--- src/rtl/rr_arbiter_n.sv ---
// rr_arbiter_n: N-requester round-robin arbiter with a bounded time slice.
//
// The current owner keeps the grant for as long as it requests. Once it has
// held the grant for QUANTUM consecutive cycles, it must hand over at the next
// edge where another requester is pending. The next owner is always the first
// requester after the previous owner in circular order, so every requester is
// served in turn.
//
// Ports:
//   clk          in   rising-edge clock
//   reset        in   synchronous, active-high; drops any grant on that edge
//   req          in   [N_REQ-1:0] level-sensitive request per requester
//   grant        out  [N_REQ-1:0] registered one-hot grant, all-zero when idle
//   grant_valid  out  |grant
//   grant_id     out  [IDW-1:0] index of the current owner, 0 when idle
//   switch_p     out  one-cycle pulse in the first cycle of every new grant
//
// Handshake: req[i] is sampled on every rising edge. grant[i] high in a cycle
// means requester i owns the resource for that cycle. grant[i] can only be
// high if req[i] was high at the previous edge. After req[i] falls, grant[i]
// stays high for exactly one more cycle.

module rr_arbiter_n #(
    parameter int N_REQ   = 4,
    parameter int QUANTUM = 8,
    localparam int IDW    = $clog2(N_REQ)
) (
    input  logic             clk,
    input  logic             reset,
    input  logic [N_REQ-1:0] req,
    output logic [N_REQ-1:0] grant,
    output logic             grant_valid,
    output logic [IDW-1:0]   grant_id,
    output logic             switch_p
);

    localparam int CW = $clog2(QUANTUM + 1);

    typedef enum logic {
        ST_IDLE  = 1'b0,
        ST_OWNED = 1'b1
    } state_t;

    state_t           state_q;
    logic [N_REQ-1:0] grant_q;
    logic [IDW-1:0]   last_q;
    logic [CW-1:0]    cnt_q;
    logic             switch_q;

    logic [IDW-1:0]   owner;
    logic             any_req;
    logic             others_req;

    // Return the first requester found when scanning p+1, p+2, ... in
    // circular order. The scan ends at p itself.
    function automatic logic [IDW-1:0] pick(input logic [N_REQ-1:0] r,
                                            input logic [IDW-1:0]   p);
        logic [IDW-1:0] res;
        logic           found;
        int             idx;
        res   = p;
        found = 1'b0;
        for (int k = 1; k <= N_REQ; k++) begin
            idx = (int'(p) + k) % N_REQ;
            if (!found && r[idx]) begin
                found = 1'b1;
                res   = IDW'(idx);
            end
        end
        return res;
    endfunction

    function automatic logic [N_REQ-1:0] onehot(input logic [IDW-1:0] i);
        logic [N_REQ-1:0] v;
        v = '0;
        v[i] = 1'b1;
        return v;
    endfunction

    // Decode the owner index from the one-hot grant. The result is 0 when idle.
    always_comb begin
        owner = '0;
        for (int i = 0; i < N_REQ; i++) begin
            if (grant_q[i]) begin
                owner = IDW'(i);
            end
        end
    end

    assign any_req    = |req;
    assign others_req = |(req & ~grant_q);

    always_ff @(posedge clk) begin
        if (reset) begin
            state_q  <= ST_IDLE;
            grant_q  <= '0;
            last_q   <= IDW'(N_REQ - 1);
            cnt_q    <= '0;
            switch_q <= 1'b0;
        end else begin
            switch_q <= 1'b0;
            case (state_q)
                ST_IDLE: begin
                    if (any_req) begin
                        grant_q  <= onehot(pick(req, last_q));
                        cnt_q    <= CW'(QUANTUM - 1);
                        switch_q <= 1'b1;
                        state_q  <= ST_OWNED;
                    end
                end
                ST_OWNED: begin
                    if (!req[owner]) begin
                        // The owner has released. Hand over to the next
                        // requester in the same cycle, with no idle bubble.
                        last_q <= owner;
                        if (any_req) begin
                            grant_q  <= onehot(pick(req, owner));
                            cnt_q    <= CW'(QUANTUM - 1);
                            switch_q <= 1'b1;
                        end else begin
                            grant_q <= '0;
                            cnt_q   <= '0;
                            state_q <= ST_IDLE;
                        end
                    end else if (cnt_q != '0) begin
                        cnt_q <= cnt_q - 1'b1;
                    end else if (others_req) begin
                        // The quantum has expired and a competitor is waiting.
                        grant_q  <= onehot(pick(req, owner));
                        cnt_q    <= CW'(QUANTUM - 1);
                        last_q   <= owner;
                        switch_q <= 1'b1;
                    end
                    // If no competitor is waiting, cnt_q stays at 0. A
                    // competitor that appears later then preempts on its
                    // first sampled edge.
                end
                default: begin
                    state_q <= ST_IDLE;
                    grant_q <= '0;
                end
            endcase
        end
    end

    assign grant       = grant_q;
    assign grant_valid = |grant_q;
    assign grant_id    = owner;
    assign switch_p    = switch_q;

endmodule
--- config.mk ---
export PLATFORM = sky130hd
export DESIGN_NAME = rr_arbiter_n
export DESIGN_NICKNAME = d
export VERILOG_FILES = /design/src/rtl/rr_arbiter_n.sv
export SDC_FILE = /design/constraint.sdc
export NUM_CORES = 1
export LEC_CHECK = 0
export CORE_MARGIN = 2
export CORE_UTILIZATION = 28
export CTS_CLUSTER_SIZE = 20
export DETAILED_ROUTE_END_ITERATION = 10
export GPL_TIMING_DRIVEN = 0
export MAX_ROUTING_LAYER = met4
export PLACE_DENSITY = 0.43
export SYNTH_ARGS = -nofsm -noshare
export SYNTH_HDL_FRONTEND = slang
export SYNTH_SLANG_ARGS = --single-unit
export TNS_END_PERCENT = 1
--- constraint.sdc ---
create_clock -name clk -period 2.6 [get_ports clk]
set_input_delay 0.78 -clock clk [delete_from_list [all_inputs] [get_ports clk]]
set_output_delay 0.78 -clock clk [all_outputs]
set_load 0.03 [all_outputs]
==> results of run 1 <==
==> flip-flops by register name, summed over array words and instances, names as in the netlist <==
signal and flops:
switch_p 1, last_q 2, state_q 1, cnt_q 4
grant 4
==> cells by family after synthesis <==
group	count (synthesis)	synth area share (%)
mux	5	5.46
xor+xnor	1	0.869
simple gates	54	27.4
compound gates	46	32.6
fa+ha+maj	1	1.24
buf+inv	18	8.56
flops	12	23.8
==> layout make-up <==
class	instances	area, um2
fill	367	2200
multi-input combinational	107	689
sequential	12	241
timing repair buffer	9	87.6
tap	46	57.6
buffer	10	56.3
inverter	8	30.0
clock buffer	3	22.5
==> metal layers <==
| metal | part of all wire (%) | up-vias | track usage [%] |
|---|---|---|---|
| li1 | - | 532 | - |
| met2 | 42 | 14 | 19.4 |
| met5 | 0 | - | - |
| met3 | 2.5 | 2 | 3.70 |
| met1 | 55 | 474 | 19.3 |
| met4 | 0.43 | 0 | 1.63 |
==> worst min-delay path: cells and delay by family (launching register included) <==
family,cells,cell delay (ns)
AOI/OAI and AO/OA,1,0.06
DFF,1,0.34
and+or+nand+nor,1,0.09
==> where the power goes <==
part / switching [mW] / internal (mW) / leakage, nW / total, mW
clock network: 0.0607 / 0.0535 / 0.0138 / 0.114
logic: 0.405 / 0.299 / 0.369 / 0.704
registers: 0.0553 / 0.224 / 0.100 / 0.280
total: 0.521 / 0.577 / 0.483 / 1.10
==> final timing paths <==
kind                               start          end  slack [ns]  cells past startpoint
worst min register to register  cnt_q[3]     cnt_q[3]        0.53                      2
worst min-delay path            cnt_q[3]     cnt_q[3]        0.53                      2
worst max-delay path            grant[2]  grant_valid        0.20                      4
worst max register to register  grant[1]    last_q[0]        0.45                      8
==> stage by stage <==
stage	setup WS [ns]	total power [mW]
floorplan	0.315	0.795
global placement	-0.0264	0.989
detailed placement	-0.0341	0.988
CTS	0.0641	1.10
global route	0.0423	1.18
finish	0.200	1.10
==> timing repair <==
action / 4_1_cts / 5_1_grt
hold buffers: 0 / 0
gates cloned: 0 / 0
gates resized for setup: 4 / 1
endpoints found under the setup margin: 3 / 1
setup buffers: 0 / 0
pin swaps: 0 / 0
==> placed cells by master, fill, tap and decap left out, types with 4 or more instances in the layout <==
cell type	netlist	final
nor2_1	20	19
dfxtp_1	12	11
inv_1	8	8
o21ai_0	8	8
nor2b_1	7	7
clkdlybuf4s50_1	0	7
buf_2	5	5
a211oi_1	5	5
a21oi_1	5	5
nand3_1	5	5
nand2_1	5	5
mux2i_1	4	4
==> run_results.csv, run 1 <==
group,metric,value,unit
synth,yosysTopAreaCell,"dfxtp_1",
run_status,status,"completed",
global_routing,grtUsageTotal,13.5,%
sta,finalClockSkew,0.00429,ns
sta,fin_crit_sh,92.3,%
sta,max_slew_margin,41.4,%
cells_and_area,area_delta_synth_final,17.5,%
global_routing,grt_start_max_net_pins,11,
die,core-area,3390,um2
cells_and_area,num_antenna_cells,0,
clock_tree,htreeDepth,1,
routing,ant_nets,0,
routing,wl,2580,um
power_and_ir_drop,ir_drop,235,uV
worst_setup_path,crit_family,"simple AND/OR/NAND/NOR gates",
clock_tree,path_clk_slew,0.08,ns
worst_setup_path,crit_path_max_incr_delay,0.39,ns
worst_setup_path,critPathBufInv,2,
sta,rsz0062_at_grt,"no",
worst_setup_path,cp-start-kind,"flop",
worst_setup_path,end_kind,"output pin",
worst_setup_path,crit_fanout,9,
power_and_ir_drop,power_density,927,nW/um2
die,dieArea,4100,um2
routing,vias_per_cell,5.24,
global_routing,grt_antenna_before_repair,0,
sta,finalSetupTns,0,ns
worst_setup_path,worstPathRequired,1.82,ns
global_routing,gr-total-overflow,0,
cells_and_area,final_util,35.0,%
cells_and_area,finalNetCount,158,
cells_and_area,stdcell_area,1180,um2
cells_and_area,drive_gt1_share,11.4,%
place,dp_hpwl,1960,um
synth,synth_nets,144,
worst_hold_path,min_path_type,"reg -> reg",
die,io_pins,14,
routing,drc_errors,0,
global_routing,grt_pass1_wl,4280,um
worst_setup_path,critPathKind,"reg -> out",
sta,drv_slew,0,
sta,worst_slew_pin_slew,0.871,ns
die,fp.dieH,64.0,um
clock_tree,cts_tree,"built",
clock_tree,clockBufferDepth,2,
synth,synth.cell_area,1010,um2
routing,drt-initial-drc-count,58,
synth,async_flop_share,0,%
synth,yosys-top-cells-count,"nor2_1, dfxtp_1, inv_1, o21ai_0, nor2b_1",
die,start_util,29.8,%
synth,yosysWarnings,0,
place,gp_congestion,0.777,
routing,via_count,1022,
sta,finalHoldViolCount,0,
routing,dr.pass1.iters,4,
clock_tree,clockRootBuffer,"clkbuf_4",
clock_tree,clock_sinks,12,
synth,synth_most_common_cell,"nor2_1",
clock_tree,clock_latency,0.27,ns
die,die_w,64.0,um
synth,ys_types,46,
synth,synth_area_leaders,"dfxtp_1, nor2_1, nor2b_1",
flow_run,max_cap_viol_count,0,
synth,synthCells,137,
worst_setup_path,cp_slowest_cell,"dfxtp_2",
die,num_rows,21,
power_and_ir_drop,p_leak,0.483,nW
worst_setup_path,crit_arrival,1.62,ns
synth,ys_ff_latch,12,
worst_setup_path,path_cells,"nor2_4 -> inv_1 -> or3_1 -> dlygate4sd2_1",
sta,holdWs,0.530,ns
sta,fmax,0.417,GHz
routing,wl_per_cell,13.2,um
synth,synthFlopType,"dfxtp_1",
place,dp.cells,192,
synth,synth_edf_count,0,
synth,yosys.area.top_type_share,23.8,%
synth,ys_seq_area_share,23.8,%
cells_and_area,fin_cells,195,
place,port-buffer-count,9,
global_routing,grt_pass1_vias,875,
place,placed_area,1160,um2
synth,syn_avg_cell_area,7.36,um2
clock_tree,numCtsBuffers,3,
sta,finalCriticalPeriod,2.40,ns
sta,finalSetupViolations,0,
(Power assumes the default switching activity.)
==> inputs of run 2 (changes only) <==
- CORE_UTILIZATION: 28 -> 50
- PLACE_DENSITY: 0.43 -> 0.71
==> run_results.csv, run 2 (synthesis results as in run 1) <==
group,metric,value,unit
sta,drv_slew,0,
cells_and_area,stdcell_area,1160,um2
cells_and_area,area.sequential,240,um2
power_and_ir_drop,internal_power,0.576,mW
routing,drt-initial-drc-count,51,
worst_setup_path,critPathKind,"reg -> out",
place,port-buffer-count,9,
global_routing,gr-total-overflow,0,
power_and_ir_drop,p_sw_share,47.2,%
sta,worst_slew_pin_slew,0.815,ns
place,gp_congestion,0.933,
clock_tree,numCtsBuffers,3,
worst_setup_path,cp-startpoint,"grant[2]",
cells_and_area,num_antenna_cells,0,
power_and_ir_drop,p_comb_share,64.5,%
place,dp_slack,0.0188,ns
worst_setup_path,path_cells,"nor2_4 -> inv_1 -> clkdlybuf4s50_1",
sta,finalCriticalPeriod,2.50,ns
routing,vias_per_cell,6.03,
run_status,status,"completed",
die,die_w,48.9,um
cells_and_area,area_delta_synth_final,15.0,%
clock_tree,clockBufferDepth,2,
worst_setup_path,worstPathRequired,1.82,ns
routing,dr.pass1.iters,4,
worst_setup_path,cp-start-kind,"flop",
clock_tree,clockRootBuffer,"clkbuf_4",
cells_and_area,multi_input_area,689,um2
global_routing,grt_pass1_vias,911,
power_and_ir_drop,ir_drop,669,uV
worst_hold_path,min_path_type,"reg -> reg",
sta,finalSetupTns,0,ns
worst_setup_path,crit_path_max_incr_delay,0.68,ns
power_and_ir_drop,clock_power_share,10.2,%
routing,drc_errors,0,
clock_tree,postCtsSetupRepairBufs,0,
power_and_ir_drop,power_density,940,nW/um2
die,core-area,1920,um2
sta,fin_crit_sh,96.1,%
flow_run,max_cap_viol_count,0,
clock_tree,clock_latency,0.27,ns
sta,setup_ws,0.102,ns
global_routing,grt_pass1_wl,3970,um
routing,wl,2310,um
place,dp.cells,173,
worst_setup_path,crit_arrival,1.72,ns
sta,finalClockSkew,0.00535,ns
die,start_util,52.5,%
global_routing,grt_antenna_before_repair,0,
global_routing,grtUsageTotal,21.4,%
worst_setup_path,crit_family,"buffers and inverters",
place,placed_area,1130,um2
power_and_ir_drop,p_leak,0.483,nW
worst_setup_path,rr_startpoint,"grant[1]",
clock_tree,htreeDepth,1,
clock_tree,cts_tree,"built",
place,dp_hpwl,1780,um
cells_and_area,fin_cells,176,
power_and_ir_drop,pwr-share-seq,25.2,%
sta,finalHoldViolCount,0,
routing,via_count,1062,
sta,finalSetupViolations,0,
worst_setup_path,crit_fanout,9,
worst_setup_path,cp_slowest_cell,"clkdlybuf4s50_1",
die,num_rows,16,
cells_and_area,final_util,60.4,%
global_routing,grt_start_max_net_pins,11,
routing,ant_nets,0,
cells_and_area,fillers,189,
sta,rsz0062_at_grt,"no",
worst_setup_path,critPathBufInv,2,
cells_and_area,finalNetCount,158,
routing,wl_per_cell,13.1,um
cells_and_area,final_cell_mix,"nor2_1, dfxtp_1, inv_1, o21ai_0",
cells_and_area,mostFrequentLayoutCell,"nor2_1",
die,dieArea,2390,um2
cells_and_area,drive_gt1_share,10.7,%
clock_tree,postCtsHoldBufs,0,
worst_hold_path,min-delay-start,"cnt_q[1]",
clock_tree,clock_sinks,12,
sta,max_slew_margin,45.2,%
die,io_pins,14,
clock_tree,path_clk_slew,0.07,ns
power_and_ir_drop,switchingPower,0.515,mW
die,fp.dieH,48.9,um
sta,fmax,0.400,GHz
worst_setup_path,end_kind,"output pin",
run 2: changes by cell type in the layout (fill, tap and decap cells not counted):
cell / delta
dfxtp_1: +1
dfxtp_2: -1
run 2: area by class of cell:
type / instances / share of cell area, %
timing repair buffer: 9 / 7.55
tap: 27 / 2.91
clock buffer: 3 / 1.94
buffer: 10 / 4.85
inverter: 8 / 2.59
multi-input combinational: 107 / 59.4
sequential: 12 / 20.7
run 2: what timing repair did:
item / CTS / global route
hold endpoints to repair: 0 / 0
endpoints found under the setup margin: 2 / 2
resized for setup: 3 / 1
gates cloned: 0 / 0
run 2: layer usage:
layer	part of all wire [%]	vias up	wire (um)	global-route usage (%)
li1	-	529	-	-
met1	45	497	1050	28.1
met2	48	34	1110	33.8
met3	6.4	2	147	5.52
met4	0.30	0	7	3.33
met5	0	-	0	-
run 2: per-stage QoR:
| step | hold slack [ns] | power, mW |
|---|---|---|
| 2_1_floorplan | 0.480 | 0.795 |
| 5_1_grt | 0.568 | 1.18 |
| 6_report | 0.532 | 1.09 |
| 4_1_cts | 0.538 | 1.08 |
| 3_3_place_gp | 0.507 | 0.966 |
| 3_5_place_dp | 0.517 | 0.978 |
run 2: path summary, 6_finish.rpt:
kind	end	slack [ns]	cells after the start
hold reg to reg	cnt_q[1]	0.53	2
setup / recovery	grant_id[1]	0.10	3
hold / removal	cnt_q[1]	0.53	2
setup reg to reg	last_q[1]	0.47	8
run 2: power by group through the flow:
stage          Sequential (mW)  Clock [mW]  Combinational, mW
3_3_place_gp             0.271           0              0.695
2_1_floorplan            0.308           0              0.487
4_1_cts                  0.271       0.115              0.693
3_5_place_dp             0.275           0              0.702
5_1_grt                  0.283       0.128              0.769
6_report                 0.275       0.111              0.704
run 2: worst reg2reg max path: stages, from the launching register on:
cell and delay [ns]:
dfxtp_1 0.34, buf_6 0.15, and2b_1 0.18, a2111oi_1 0.54
o21a_1 0.23, nand2b_1 0.11, buf_4 0.14, nor2_1 0.05
a211o_1 0.26
